--- src/rtl/ttm_frame_pkg.sv ---
// Shared types and helpers for the frame packer: FSM states, header/trailer field layout, checksum fold.
// Latency: none (types and pure functions only). Backpressure: not applicable.
package ttm_frame_pkg;

  typedef enum logic [1:0] {
    IDLE    = 2'd0,
    PAYLOAD = 2'd1,
    TRAILER = 2'd2
  } state_t;

  localparam logic [7:0] TRAILER_TAG = 8'hF0;

  // Header:  [31:16] sync marker, [15:8] frame sequence, [7:0] zero
  localparam int HDR_SYNC_LSB = 16;
  localparam int HDR_SEQ_LSB  = 8;

  // Trailer: [31:24] tag, [23:16] payload word count, [15:0] folded checksum
  localparam int TRL_TAG_LSB  = 24;
  localparam int TRL_CNT_LSB  = 16;
  localparam int TRL_CSUM_LSB = 0;

  function automatic logic [15:0] fold_csum(input logic [31:0] csum);
    return csum[31:16] ^ csum[15:0];
  endfunction

  function automatic logic [31:0] make_header(input logic [15:0] sync, input logic [7:0] seq);
    logic [31:0] hdr;
    hdr                        = '0;
    hdr[HDR_SYNC_LSB +: 16]    = sync;
    hdr[HDR_SEQ_LSB  +: 8]     = seq;
    return hdr;
  endfunction

  function automatic logic [31:0] make_trailer(input logic [7:0] cnt, input logic [31:0] csum);
    logic [31:0] trl;
    trl                        = '0;
    trl[TRL_TAG_LSB  +: 8]     = TRAILER_TAG;
    trl[TRL_CNT_LSB  +: 8]     = cnt;
    trl[TRL_CSUM_LSB +: 16]    = fold_csum(csum);
    return trl;
  endfunction

endpackage

--- src/rtl/ttm_out_reg.sv ---
// One-entry registered valid/ready output stage; loaded words appear one cycle later.
// Backpressure: a held word stays put while out_rdy_i=0; slot_free_o tells the producer when it may load.
module ttm_out_reg #(
  parameter int W = 32
) (
  input  logic         clk,
  input  logic         rst,
  input  logic         load_i,
  input  logic [W-1:0] load_dat_i,
  output logic         slot_free_o,
  output logic [W-1:0] out_dat_o,
  output logic         out_vld_o,
  input  logic         out_rdy_i
);

  logic         vld_q, vld_d;
  logic [W-1:0] dat_q, dat_d;

  assign slot_free_o = ~vld_q | out_rdy_i;

  always_comb begin
    vld_d = vld_q;
    dat_d = dat_q;
    if (slot_free_o) begin
      vld_d = load_i;
      if (load_i) begin
        dat_d = load_dat_i;
      end
    end
  end

  always_ff @(posedge clk or posedge rst) begin
    if (rst) begin
      vld_q <= 1'b0;
      dat_q <= '0;
    end else begin
      vld_q <= vld_d;
      dat_q <= dat_d;
    end
  end

  assign out_dat_o = dat_q;
  assign out_vld_o = vld_q;

endmodule

--- src/rtl/ttm_frame_packer.sv ---
// Wraps a show-ahead word stream into header / payload / trailer frames; idle timeout closes short frames.
// Latency: popped word or header is on out_data_o one cycle later. Backpressure: pops only when the output slot is free.
module ttm_frame_packer
  import ttm_frame_pkg::*;
#(
  parameter int          FRAME_LEN   = 64,
  parameter int          TIMEOUT_CYC = 1024,
  parameter logic [15:0] SYNC_WORD   = 16'hCAFE
) (
  input  logic        data_clk,
  input  logic        reset,
  input  logic        enable_i,
  input  logic [31:0] in_data_i,
  input  logic        in_valid_top_i,
  input  logic        in_valid_second_i,
  input  logic        in_valid_third_i,
  output logic        in_read_o,
  output logic [31:0] out_data_o,
  output logic        out_valid_o,
  input  logic        out_ready_i,
  output logic [15:0] frame_cnt_o,
  output logic        busy_o
);

  localparam int              IDLE_W    = $clog2(TIMEOUT_CYC);
  localparam logic [7:0]      LEN_LAST  = 8'(FRAME_LEN - 1);
  localparam logic [IDLE_W-1:0] IDLE_LAST = IDLE_W'(TIMEOUT_CYC - 1);

  state_t              state_q, state_d;
  logic [7:0]          seq_q, seq_d;
  logic [15:0]         frame_cnt_q, frame_cnt_d;
  logic [7:0]          count_q, count_d;
  logic [31:0]         csum_q, csum_d;
  logic [IDLE_W-1:0]   idle_cnt_q, idle_cnt_d;

  logic                slot_free;
  logic                load;
  logic [31:0]         load_dat;
  logic                pop;
  logic                any_valid;

  assign any_valid = in_valid_top_i | in_valid_second_i | in_valid_third_i;

  always_comb begin
    state_d     = state_q;
    seq_d       = seq_q;
    frame_cnt_d = frame_cnt_q;
    count_d     = count_q;
    csum_d      = csum_q;
    idle_cnt_d  = idle_cnt_q;
    load        = 1'b0;
    load_dat    = '0;
    pop         = 1'b0;

    case (state_q)
      IDLE: begin
        // Header is loaded without popping, so the frame always has at least one word behind it.
        if (enable_i && in_valid_top_i && slot_free) begin
          load       = 1'b1;
          load_dat   = make_header(SYNC_WORD, seq_q);
          count_d    = '0;
          csum_d     = '0;
          idle_cnt_d = '0;
          state_d    = PAYLOAD;
        end
      end

      PAYLOAD: begin
        if (in_valid_top_i && slot_free) begin
          pop        = 1'b1;
          load       = 1'b1;
          load_dat   = in_data_i;
          count_d    = count_q + 8'd1;
          csum_d     = csum_q ^ in_data_i;
          idle_cnt_d = '0;
          if (count_q == LEN_LAST || !enable_i) begin
            state_d = TRAILER;
          end
        end else if (!enable_i && !in_valid_top_i) begin
          state_d = TRAILER;
        end else if (!any_valid) begin
          // Words still in flight upstream or stalled by backpressure do not count as idle.
          idle_cnt_d = idle_cnt_q + 1'b1;
          if (idle_cnt_q == IDLE_LAST) begin
            state_d = TRAILER;
          end
        end
      end

      TRAILER: begin
        if (slot_free) begin
          load        = 1'b1;
          load_dat    = make_trailer(count_q, csum_q);
          seq_d       = seq_q + 8'd1;
          frame_cnt_d = frame_cnt_q + 16'd1;
          state_d     = IDLE;
        end
      end

      default: begin
        state_d = IDLE;
      end
    endcase
  end

  always_ff @(posedge data_clk or posedge reset) begin
    if (reset) begin
      state_q     <= IDLE;
      seq_q       <= '0;
      frame_cnt_q <= '0;
      count_q     <= '0;
      csum_q      <= '0;
      idle_cnt_q  <= '0;
    end else begin
      state_q     <= state_d;
      seq_q       <= seq_d;
      frame_cnt_q <= frame_cnt_d;
      count_q     <= count_d;
      csum_q      <= csum_d;
      idle_cnt_q  <= idle_cnt_d;
    end
  end

  ttm_out_reg #(
    .W (32)
  ) u_out_reg (
    .clk         (data_clk),
    .rst         (reset),
    .load_i      (load),
    .load_dat_i  (load_dat),
    .slot_free_o (slot_free),
    .out_dat_o   (out_data_o),
    .out_vld_o   (out_valid_o),
    .out_rdy_i   (out_ready_i)
  );

  assign in_read_o   = pop;
  assign frame_cnt_o = frame_cnt_q;
  assign busy_o      = (state_q != IDLE);

endmodule

--- config.mk ---
export PLATFORM = sky130hd
export DESIGN_NAME = ttm_frame_packer
export DESIGN_NICKNAME = d
export VERILOG_FILES = /design/src/rtl/ttm_frame_pkg.sv /design/src/rtl/ttm_out_reg.sv /design/src/rtl/ttm_frame_packer.sv
export SDC_FILE = /design/constraint.sdc
export NUM_CORES = 1
export LEC_CHECK = 0
export ABC_AREA = 1
export BUFFER_PORTS_ARGS = -buffer_cell sky130_fd_sc_hd__buf_2
export CORE_MARGIN = 3
export CORE_UTILIZATION = 60
export DETAILED_ROUTE_END_ITERATION = 10
export PLACE_DENSITY = 0.84
export SETUP_SLACK_MARGIN = 0.5
export SLEW_MARGIN = 25
export SYNTH_ARGS = -nofsm -noshare
export SYNTH_HDL_FRONTEND = slang
export SYNTH_SLANG_ARGS = --single-unit
--- constraint.sdc ---
create_clock -name data_clk -period 5.3 [get_ports data_clk]
set_input_delay 1.06 -clock data_clk [delete_from_list [all_inputs] [get_ports data_clk]]
set_output_delay 1.06 -clock data_clk [all_outputs]
set_load 0.01 [all_outputs]
# Yosys cells after proc, flatten, opt, wreduce, memory -nomap -nowiden
# Index checks and enable logic that the tools add are counted.
[totals]
register_bits = 109
output_inout_bits = 51
[op_classes]
bitwise = 6
add_sub_neg = 4
mux = 27
n_reduce_logical = 15
n_eq_ne = 12
[ops]
columns = ["operator", "count"]
rows = [
  ["32-bit 2-to-1 mux", 4],
  ["32-bit one-hot mux with 3 select lines", 1],
  ["32-bit one-hot mux with 2 select lines", 1],
  ["10-bit 2-to-1 mux", 4],
  ["32-bit bitwise XOR", 1],
  ["10-bit one-hot mux with 2 select lines", 1],
  ["16-bit by 1-bit adder with 16-bit output (second input constant)", 1],
  ["8-bit by 1-bit adder with 8-bit output (second input constant)", 2],
  ["8-bit 2-to-1 mux", 2],
  ["8-bit one-hot mux with 2 select lines", 1],
  ["16-bit bitwise XOR", 1],
  ["2-bit 2-to-1 mux", 7],
  ["10-bit by 1-bit adder with 10-bit output (second input constant)", 1],
  ["10-bit equality test (second input constant)", 1],
  ["3-bit inequality test (second input constant)", 3],
  ["8-bit by 6-bit equality test with 1-bit output (second input constant)", 1],
  ["4-bit inequality test (second input constant)", 2],
  ["2-bit inequality test (second input constant)", 3],
  ["2-bit one-hot mux with 3 select lines", 1],
  ["5-bit AND reduction", 1],
  ["1-bit logical AND", 4],
  ["1-bit 2-to-1 mux", 4],
  ["2-bit AND reduction", 2],
  ["4-bit AND reduction", 1],
  ["other kinds (10)", 14],
]

# Logic depth before layout (Yosys ltp)
# Gate-level depths: netlist of the first run.
[depth]
ltp_word = 6
ltp_mapped = 11

# Cells and area by module
# A second synthesis of the first run with hierarchy kept.
[unflattened]
hier_cells = 652
hier_area_um2 = 5429.0
[by_module_without_submodules]
columns = ["module", "instances", "area_per_inst_um2", "cells_per_inst", "seq_area_each_um2"]
rows = [
  ["ttm_frame_packer", 1, 4087.7, 508, 1901.8],
  ["ttm_out_reg", 1, 1341.3, 144, 825.8],
]

# Least setup slack after synthesis of the first run
# Ideal clock, no wire load.
[synth_timing]
path_type = "input-to-output"
from = "input port out_ready_i"
to = "output port in_read_o"
setup_slack_ns = 2.461
n_path_buf = 2
stages = 6
t_arrival_ns = 1.779
path_cell_list = "inv_1 > nand2_2 > nand2_1 > nor2_4 > buf_4 > buf_6"
[synth_between]
elab_chain_cells = 4
[synth_rtl]
columns = ["item", "line", "text"]
rows = [
  ["start: declaration", "ttm_frame_packer.sv:20", "input logic out_ready_i,"],
  ["1-bit OR", "ttm_out_reg.sv:19", "assign slot_free_o = ~vld_q | out_rdy_i;"],
  ["1-bit logical AND", "ttm_frame_packer.sv:69", "if (in_valid_top_i && slot_free) begin"],
  ["1-bit 2-to-1 mux", "ttm_frame_packer.sv:69", ""],
  ["1-bit 2-to-1 mux", "ttm_frame_packer.sv:55", "case (state_q)"],
  ["end: declaration", "ttm_frame_packer.sv:17", "output logic in_read_o,"],
]
# No other way between the ends.

# Worst setup path in the final report of the first run
# Same ends and word-level chain as after synthesis.

==> results.md, run 1 <==
* Status: completed
* Power per cell area at about 450 mW/mm^2
* Gpl congestion at approximately 0.93
* Layout cell share with drive strength beyond 1 at 0.1719
* RSZ-0062 raised after global routing: no
* Top cell type's share of synthesized area at 0.5078
* Clock Tree Root: clkbuf_8
* Largest family of logic cells by synthesized area: simple AND/OR/NAND/NOR gates
* Post-CTS Hold Buffers at 0
* Crit path buf inv count at 4
* WP data arrival at 2.22 ns
* # IOs at 90
* Netlist area before placement at 0.005371 sq mm
* Worst VDD drop at 0.0002864 V
* DRC errors left at 0
* Congestion Overflow GR at 0
* CP top delay family: buffers and inverters
* Sequential area share after synthesis at 0.5078
* H-tree levels at 3
* Compound-gate portion of the synthesized area at 0.1272
* Worst-skew pair later-pin latency at about 0.37 ns
* Reg clk slew, reported paths at roughly 0.090 ns
* Post-Synth Adder-Cell Area at 0.009317
* Crit path max fanout at 39
* Placed Cells at ~860
* Yosys cell types at 28
* Mux cell area share after synthesis at 0
* N_diodes at 0
* Final Hold Viols at 0
* Final ANT Viol Nets at 0
* Filler instances at between 600 and 700
* Drt pass-1 iters at 5
* Most frequent cells in the layout: nand2_1, dfrtp_1, buf_2, inv_1, o21ai_0
* P&R area growth vs syn at 13.21%
* Total routed wirelength at 11790 um
* Ys Warns at 0
* FF+latch area at around 0.0027 sq mm
* CTS tree: done
* Routed WL per cell at approximately 14 um
* DR vias at ~4700
* Setup TNS at 0 ns
* Pin count of the biggest net entering global routing at 67
* Post-CTS Resized at 0
* Syn_area_per_cell at approximately 7.9 sq um
* Post-Synth XOR/XNOR Area at 0.03750
* Post-CTS Setup Bufs at 0
* Hold WC Path Type: reg2reg
* Slew Limit Fails at 0
* Row count at 33
* Die extent in y at about 100 um
* Core area at about 0.0085 sq mm
* Number of nets in the layout at between 800 and 900
* Min cycle time layout at roughly 3.3 ns
* DIE AREA at slightly above 0.01 sq mm
* Slew margin rel. at 0.4695
* Die width at slightly above 100 um
* Final Core Density at 0.7184
* Non-filler instance count after layout at between 800 and 900
* DR vias/cell at roughly 5.4
* First-pass GRT wire length at approximately 20000 um
* Largest area contributor in the netlist: dfrtp_1
* Vias in the first global route at 4615
* CP peak stage delay at 0.36 ns
* Mapped Cells at roughly 680
* GR Util All Layers at 0.2417
* HPWL after DPL at approximately 8300 um
* Total leakage power at roughly 0.0032 uW
* Most common cell after layout, fill and taps aside: nand2_1
* Slowest stage cell, crit path: buf_4
* Crit Path Class: in2out
* Starting Density at 0.6346
* Worst-margin pin slew at 0.7958 ns
* Worst-path cell chain: buf_2 > inv_1 > nand2_2 > nand2_1 > nor2_4 > buf_4 > buf_2
* Maximum clock path buffer count at 2
* Multi-input gate area at around 0.0022 sq mm
* Required @ worst endpoint at between 4 and 5 ns
* Total CTS buffers at 9
* Setup crit end kind: primary output
* DRT iter0 DRCs at 265
* Initial antenna violation count at 0
* Syn nets at slightly above 700
* Synth area leaders: dfrtp_1, nand2_1, o21ai_0
* FF+latch count, synth at 109
* Critical Path Most Common Cell: buf_2
* Max-cap violations at 0
* Worst Setup Start Kind: input pin
* Clock sink total at between 100 and 150
* Final Cycle Share at 0.6193
* Peak Freq at about 300 MHz
* Final setup vio count at 0
* Port bufs at 89
* Simple-gate portion of the synthesized area at 0.2446
* Worst clock skew at between 0.015 and 0.02 ns
[worst reg2reg max path, cell delays in order, from the launching register on]
cell and delay, ns:
dfrtp_1 0.46, inv_2 0.07, nor2_2 0.40, inv_2 0.15, nor2_4 0.12, buf_4 0.36
inv_2 0.10, nand3_1 0.48, inv_2 0.42, nand2_1 0.15, nand3_1 0.09
[cells in the mapped netlist, drive strengths merged]
cell type  instances
o21bai             1
dfrtp            109
inv               76
nand2            208
nand4             11
clkinv             1
or2                1
xnor2             11
ha                 4
xor2              12
nor2              50
nor3b              1
o21ai             87
nand3             37
buf               13
o21a               2
clkbuf             6
nor3               4
a21oi             45
[per-layer routing]
layer | global-route usage | wire [um] | vias up
met3 | 0.03391 | 633 | 11
met1 | 0.3149 | 5295 | 2188
met2 | 0.4182 | 5733 | 120
met4 | 0.07565 | 130 | 0
li1 | - | - | 2358
met5 | 0 | 0 | -
[where the power goes]
| part | internal, uW | switching, uW | total [uW] |
|---|---|---|---|
| clock | 237 | 287 | 523 |
| combinational | 327 | 652 | 979 |
| sequential | 1070 | 163 | 1230 |
[cells by family after synthesis]
| kind of cell | count (synthesis) |
|---|---|
| compound gates | 135 |
| flops | 109 |
| simple gates | 312 |
| fa+ha+maj | 4 |
| buf+inv | 96 |
| xor+xnor | 23 |
[stage by stage]
step                hold slack, ns  worst slack, ns  area (sq um)  total power [uW]
CTS                         0.4772            2.020          6081              2750
finish                      0.4751            2.018          6081              2732
global route                0.5023            1.893          6081              2939
detailed placement          0.4536            1.925          5876              2228
floorplan                   0.4668            1.366          5371              1916
global placement            0.4486            2.038          5876              2169
[area by class of cell]
| cell class | count | share of cell area |
|---|---|---|
| Sequential cell | 109 | 0.4486 |
| Multi-Input combinational cell | 474 | 0.3698 |
| Timing Repair Buffer | 93 | 0.07819 |
| Inverter | 77 | 0.04815 |
| Clock buffer | 10 | 0.02263 |
| Tap cell | 105 | 0.02160 |
| Clock inverter | 5 | 0.01111 |
[final timing paths]
| kind | start | to | slack (ns) | cells past startpoint |
|---|---|---|---|---|
| worst max-delay path | out_ready_i | in_read_o | 2.02 | 7 |
| worst min-delay path | u_out_reg.out_dat_o[7]$_DFFE_PP0P_ | u_out_reg.out_dat_o[7]$_DFFE_PP0P_ | 0.48 | 2 |
| worst max register to register | state_q[0]$_DFFE_PP0P_ | u_out_reg.out_dat_o[25]$_DFFE_PP0P_ | 2.39 | 10 |
| worst min register to register | u_out_reg.out_dat_o[7]$_DFFE_PP0P_ | u_out_reg.out_dat_o[7]$_DFFE_PP0P_ | 0.48 | 2 |
| max in group asynchronous | reset | count_q[7]$_DFFE_PP0P_ | 3.42 | 3 |
| min in group asynchronous | reset | frame_cnt_o[6]$_DFFE_PP0P_ | 0.83 | 2 |
[state kept, by name, indices dropped and copies added, names as in the netlist]
name                 count
count_q                  8
csum_q                  32
frame_cnt_o             16
idle_cnt_q              10
seq_q                    8
state_q                  2
u_out_reg.out_dat_o     32
u_out_reg.out_vld_o      1
Power figures use the tool's default switching activity.
==> inputs of run 2 (changes only) <==
--- a/config.mk
+++ b/config.mk
@@ -8,9 +8,9 @@
 export ABC_AREA = 1
 export BUFFER_PORTS_ARGS = -buffer_cell sky130_fd_sc_hd__buf_2
 export CORE_MARGIN = 3
-export CORE_UTILIZATION = 60
+export CORE_UTILIZATION = 56
 export DETAILED_ROUTE_END_ITERATION = 10
-export PLACE_DENSITY = 0.84
+export PLACE_DENSITY = 0.79
 export SETUP_SLACK_MARGIN = 0.5
 export SLEW_MARGIN = 25
 export SYNTH_ARGS = -nofsm -noshare
==> constraint.sdc (replaced) <==
create_clock -name data_clk -period 3.33 [get_ports data_clk]
set_input_delay 0.666 -clock data_clk [delete_from_list [all_inputs] [get_ports data_clk]]
set_output_delay 0.666 -clock data_clk [all_outputs]
set_load 0.01 [all_outputs]
==> results.md, run 2 (synthesis gave the netlist of run 1 again) <==
* Status: completed
* DIE AREA at ~0.011 sq mm
* Worst clock skew at roughly 0.017 ns
* Slowest stage cell, crit path: dfrtp_1
* Clock Tree Root: clkbuf_8
* H-tree levels at 3
* HPWL after DPL at a little under 9000 um
* CP peak stage delay at around 0.46 ns
* DRC errors left at 0
* Setup TNS at 0 ns
* GR Util All Layers at 0.2374
* RSZ-0062 raised after global routing: no
* Non-filler instance count after layout at 900
* Final ANT Viol Nets at 0
* Post-CTS Resized at 0
* WP data arrival at 1.98 ns
* Die extent in y at about 100 um
* Port bufs at just under 90
* First-pass GRT wire length at approximately 21000 um
* Post-Place Worst Slack at slightly below 1 ns
* N_diodes at 0
* Final Hold Viols at 0
* Total leakage power at between 0.003 and 0.004 uW
* Number of nets in the layout at roughly 810
* Slew Limit Fails at 0
* Worst-path cell chain: inv_2 > nor2_2 > inv_2 > nor2_4 > buf_4 > buf_2
* Reg clk slew, reported paths at roughly 0.10 ns
* # IOs at 90
* P&R area growth vs syn at 14.51%
* WP depth at 6
* Maximum clock path buffer count at 2
* Pint at 2621 uW
* Routed WL per cell at between 10 and 15 um
* Combinational fraction of design power at 0.359
* Sequential share of power at 0.447
* Worst-margin pin slew at ~0.70 ns
* Initial antenna violation count at 0
* Design area at ~0.0062 sq mm
* DRT iter0 DRCs at between 200 and 300
* Switching pwr at roughly 1800 uW
* Max-cap violations at 0
* Most frequent cells in the layout: nand2_1, dfrtp_1, buf_2, inv_1, o21ai_0
* Layout cell share with drive strength beyond 1 at 0.1751
* CP top delay family: buffers and inverters
* Slew margin rel. at 0.5295
* Peak Freq at 377.6 MHz
* Switching power share of the total at 0.4072
* Drt pass-1 iters at 5
* Core area at between 0.009 and 0.01 sq mm
* Starting Density at 0.5786
* Worst VDD drop at 0.0004282 V
* Dpl cell area at ~0.0059 sq mm
* Most common cell after layout, fill and taps aside: nand2_1
* DR vias/cell at 5.279
* Required @ worst endpoint at approximately 2.7 ns
* Final WS setup at around 0.68 ns
* Post-CTS Hold Buffers at 0
* Crit path max fanout at 16
* Crit Path Class: reg2out
* Congestion Overflow GR at 0
* Crit path buf inv count at 4
* Vias in the first global route at about 4700
* Total CTS buffers at 9
* Pin count of the biggest net entering global routing at 48
* Worst-skew pair later-pin latency at between 0.3 and 0.4 ns
* Post-CTS Setup Bufs at 0
* Hold WC Path Type: in2async
* Setup crit end: in_read_o
* Setup crit end kind: primary output
* Worst-case reg-to-reg path depth at 9
* Row count at 35
* Worst Setup SP: state_q[0]$_DFFE_PP0P_
* Total routed wirelength at between 10000 and 15000 um
* Placed Cells at 884
* Power share of the clock group at 0.194
* Final setup vio count at 0
* Die width at ~100 um
* Worst R2R Setup Slack at ~1.1 ns
* DR vias at 4751
* Min cycle time layout at 2.648 ns
* CTS tree: done
* Critical Path Most Common Cell: inv_2
* Worst Setup Start Kind: flip-flop
* Final Core Density at 0.6625
* Gpl congestion at roughly 0.9
* Final Cycle Share at 0.7953
* FF-to-FF Start: state_q[0]$_DFFE_PP0P_
* Power per cell area at between 700 and 800 mW/mm^2
* Clock sink total at roughly 110
* Worst reg2reg path endpoint: u_out_reg.out_dat_o[22]$_DFFE_PP0P_
[run 2: changes by cell type in the layout (fill, tap and decap cells not counted), sizes merged]
cell / change
clkbuf: +1
inv: -2
clkinvlp: +3
buf: +2
clkinv: -1
[run 2: worst min path at each step]
| stage | startpoint | to | slack [ns] | cells past startpoint |
|---|---|---|---|---|
| floorplan | seq_q[6]$_DFFE_PP0P_ | seq_q[6]$_DFFE_PP0P_ | 0.47 | 1 |
| global route | reset | count_q[5]$_DFFE_PP0P_ | 0.43 | 2 |
| CTS | reset | u_out_reg.out_dat_o[3]$_DFFE_PP0P_ | 0.41 | 2 |
| finish | reset | u_out_reg.out_dat_o[3]$_DFFE_PP0P_ | 0.40 | 2 |
| detailed placement | u_out_reg.out_dat_o[31]$_DFFE_PP0P_ | u_out_reg.out_dat_o[31]$_DFFE_PP0P_ | 0.45 | 2 |
| global placement | u_out_reg.out_dat_o[30]$_DFFE_PP0P_ | u_out_reg.out_dat_o[30]$_DFFE_PP0P_ | 0.45 | 2 |
[run 2: layout make-up]
| type | instances | area, sq um |
|---|---|---|
| timing repair buffer | 95 | 503.0 |
| tap | 129 | 161.4 |
| clock inverter | 5 | 65.06 |
| multi-input combinational | 474 | 2248 |
| sequential | 109 | 2728 |
| inverter | 77 | 294.0 |
| clock buffer | 11 | 151.4 |
| fill | 843 | 3133 |
[run 2: through the flow]
step / hold slack, ns / total power, uW
after floorplan: 0.4668 / 3049
after global placement: 0.4483 / 3476
after detailed placement: 0.4527 / 3566
after CTS: 0.4080 / 4434
after global routing: 0.4294 / 4760
final: 0.3955 / 4421
[run 2: layer usage]
| metal | vias to the layer above | GRT usage | routed length, um |
|---|---|---|---|
| met2 | 162 | 0.3960 | 6051 |
| met3 | 15 | 0.03724 | 732 |
| met4 | 0 | 0.07123 | 152 |
| met5 | - | 0 | 0 |
| li1 | 2351 | - | - |
| met1 | 2223 | 0.3223 | 5523 |
[run 2: power groups by stage]
stage | Combinational, uW | Clock (uW) | Sequential (uW)
finish | 1590 | 858 | 1980
global route | 1810 | 931 | 2020
CTS | 1590 | 876 | 1970
detailed placement | 1570 | 0 | 1990
global placement | 1490 | 0 | 1980
floorplan | 1030 | 0 | 2020
==> inputs of run 3 (changes only) <==
--- a/config.mk
+++ b/config.mk
@@ -5,12 +5,12 @@
 export SDC_FILE = /design/constraint.sdc
 export NUM_CORES = 1
 export LEC_CHECK = 0
-export ABC_AREA = 1
+export ABC_AREA = 0
 export BUFFER_PORTS_ARGS = -buffer_cell sky130_fd_sc_hd__buf_2
 export CORE_MARGIN = 3
 export CORE_UTILIZATION = 56
 export DETAILED_ROUTE_END_ITERATION = 10
-export PLACE_DENSITY = 0.79
+export PLACE_DENSITY = 0.8
 export SETUP_SLACK_MARGIN = 0.5
 export SLEW_MARGIN = 25
 export SYNTH_ARGS = -nofsm -noshare
==> constraint.sdc (replaced) <==
create_clock -name data_clk -period 2.51 [get_ports data_clk]
set_input_delay 0.502 -clock data_clk [delete_from_list [all_inputs] [get_ports data_clk]]
set_output_delay 0.502 -clock data_clk [all_outputs]
set_load 0.01 [all_outputs]
==> results.md, run 3 <==
* Status: completed
* Filler instances at roughly 680
* Setup TNS at 0 ns
* Maximum clock path buffer count at 2
* CTS tree: done
* Required @ worst endpoint at 2.75 ns
* Crit path max fanout at 40
* HPWL after DPL at 8284 um
* Most common cell in the synthesized netlist: dfrtp_1
* Syn_area_per_cell at 10.12 sq um
* Die width at 101.6 um
* Clock Tree Root: clkbuf_8
* Worst Setup Start Kind: flip-flop
* Final setup vio count at 0
* Total routed wirelength at roughly 12000 um
* Setup crit end kind: flip-flop
* Worst VDD drop at roughly 0.00056 V
* N_diodes at 0
* Netlist area before placement at ~0.0051 sq mm
* Final ANT Viol Nets at 0
* Most frequent cells in the layout: dfrtp_1, nand2_1, buf_2, nor2_1, xor2_1
* Hold WC Path Type: in2async
* DRC errors left at 0
* P&R area growth vs syn at 16.52%
* Die extent in y at approximately 100 um
* Power per cell area at about 900 mW/mm^2
* Row count at 34
* DR vias/cell at roughly 5.6
* DIE AREA at roughly 0.010 sq mm
* Async SR Flop Fraction at 1.000
* Core area at between 0.008 and 0.009 sq mm
* Port bufs at around 90
* FF+latch count, synth at 109
* Total leakage power at about 0.0029 uW
* Ys Warns at 0
* Worst-margin pin slew at between 0.5 and 0.6 ns
* GR Util All Layers at 0.2374
* H-tree levels at 3
* Worst-skew pair later-pin latency at around 0.38 ns
* Mapped Cells at ~510
* WP data arrival at 2.16 ns
* Congestion Overflow GR at 0
* Worst hold slack at approximately 0.11 ns
* Non-filler instance count after layout at between 700 and 800
* Initial antenna violation count at 0
* Total CTS buffers at 9
* Worst clock skew at 0.01501 ns
* Slew margin rel. at 0.6460
* DRT iter0 DRCs at between 150 and 200
* Top cell type's share of synthesized area at 0.5329
* Sequential area share after synthesis at 0.5329
* Clock sink total at about 110
* Syn nets at 549
* Number of nets in the layout at 648
* Layout cell share with drive strength beyond 1 at 0.2492
* RSZ-0062 raised after global routing: no
* Routed WL per cell at 16.10 um
* Drt pass-1 iters at 5
* DR vias at 4054
* Final Cycle Share at 0.7654
* Pin count of the biggest net entering global routing at just over 70
* Yosys cell types at 49
* Post-CTS Hold Buffers at 0
* Most common cell after layout, fill and taps aside: dfrtp_1
* Placed Cells at between 600 and 700
* Crit Path Class: reg2reg
* Min cycle time layout at about 1.9 ns
* Synth area leaders: dfrtp_1, xor2_1, nand2_1
* Max-cap violations at 0
* Starting Density at 0.5813
* Reg clk slew, reported paths at ~0.12 ns
* Vias in the first global route at about 4000
* Peak Freq at about 520 MHz
* Top post-synthesis cells by count: dfrtp_1, nand2_1, nor2_1
* Final Hold Viols at 0
* Slew Limit Fails at 0
* First-pass GRT wire length at between 15000 and 20000 um
* Primary FF master, synth: dfrtp_1
* # IOs at 90
* Number of synthesized flops with an enable pin at 0
* Gpl congestion at 0.8639
* Largest area contributor in the netlist: dfrtp_1
## run 3: cell types whose count changed in the layout (fill, tap and decap cells not counted), sizes merged, moves of 26 or more
cell / delta
nand3: -26
o21ai: -82
xor2: +43
nand2: -115
inv: -66
## run 3: layout make-up
cell class	instances	area, sq um	share of cell area
inverters	7	35.03	0.005874
flip-flops and latches	109	2730	0.4577
repair buffers	111	635.6	0.1066
well taps	108	135.1	0.02266
clock buffers	10	137.6	0.02308
clock inverters	6	51.30	0.008601
multi-input cells	367	2240	0.3755
## run 3: cell families after synthesis
kind of cell               count (synthesis)  share of synthesized area
xor gates and xnor gates                  76                     0.1300
AOI/OAI and AO/OA                         72                     0.1017
buffers and inverters                     30                    0.03153
adders and majority gates                  4                   0.009778
DFF                                      109                     0.5329
muxes                                      2                   0.003911
and+or+nand+nor                          213                     0.1902
## run 3: metal layers
metal | global-route usage | vias up | share of wire | wire [um]
met5 | 0 | - | 0 | 0
met4 | 0.08793 | 0 | 0.019 | 214
met3 | 0.03994 | 22 | 0.053 | 616
met2 | 0.3903 | 121 | 0.49 | 5710
met1 | 0.3177 | 1994 | 0.43 | 5018
li1 | - | 1917 | - | -
## run 3: power by group
part	switching (uW)	internal, uW	total, uW
logic	959	767	1730
registers	409	2260	2670
clock network	631	409	1040
total	2000	3440	5440
## run 3: per-stage QoR
step	cell area, sq um	util	setup WS, ns	total power, uW
finish	5964	0.6773	0.5889	5435
global route	5964	0.6773	0.5016	5805
CTS	5962	0.6770	0.5388	5460
detailed placement	5736	0.6513	0.4653	4407
global placement	5736	0.6513	0.5087	4327
floorplan	5122	-	0.6925	3740
## run 3: what timing repair did
| item | 4_1_cts | 5_1_grt |
|---|---|---|
| resized for setup | 4 | 1 |
| cloned | 0 | 0 |
| buffers inserted | 4 | 0 |
| endpoints found under the hold margin | 0 | 0 |
| endpoints found under the setup margin | 3 | 1 |
## run 3: worst paths after layout
path	start	endpoint	slack [ns]	cells after the start
setup reg to reg	state_q[0]$_DFFE_PP0P_	u_out_reg.out_dat_o[10]$_DFFE_PP0P_	0.59	7
min in group data_clk	in_data_i[24]	u_out_reg.out_dat_o[24]$_DFFE_PP0P_	0.35	3
max in group asynchronous	reset	state_q[1]$_DFFE_PP0P_	1.69	3
setup / recovery	state_q[0]$_DFFE_PP0P_	u_out_reg.out_dat_o[10]$_DFFE_PP0P_	0.59	7
hold reg to reg	frame_cnt_o[15]$_DFFE_PP0P_	frame_cnt_o[15]$_DFFE_PP0P_	0.46	1
hold / removal	reset	frame_cnt_o[1]$_DFFE_PP0P_	0.11	2
## run 3: worst max-delay path: stages, from the launching register on
cell and delay [ns]:
dfrtp_2 0.41, buf_4 0.15, buf_4 0.16, o2111ai_1 0.31, nand2_2 0.30, buf_12 0.27, nor2_1 0.12, a21oi_1 0.06
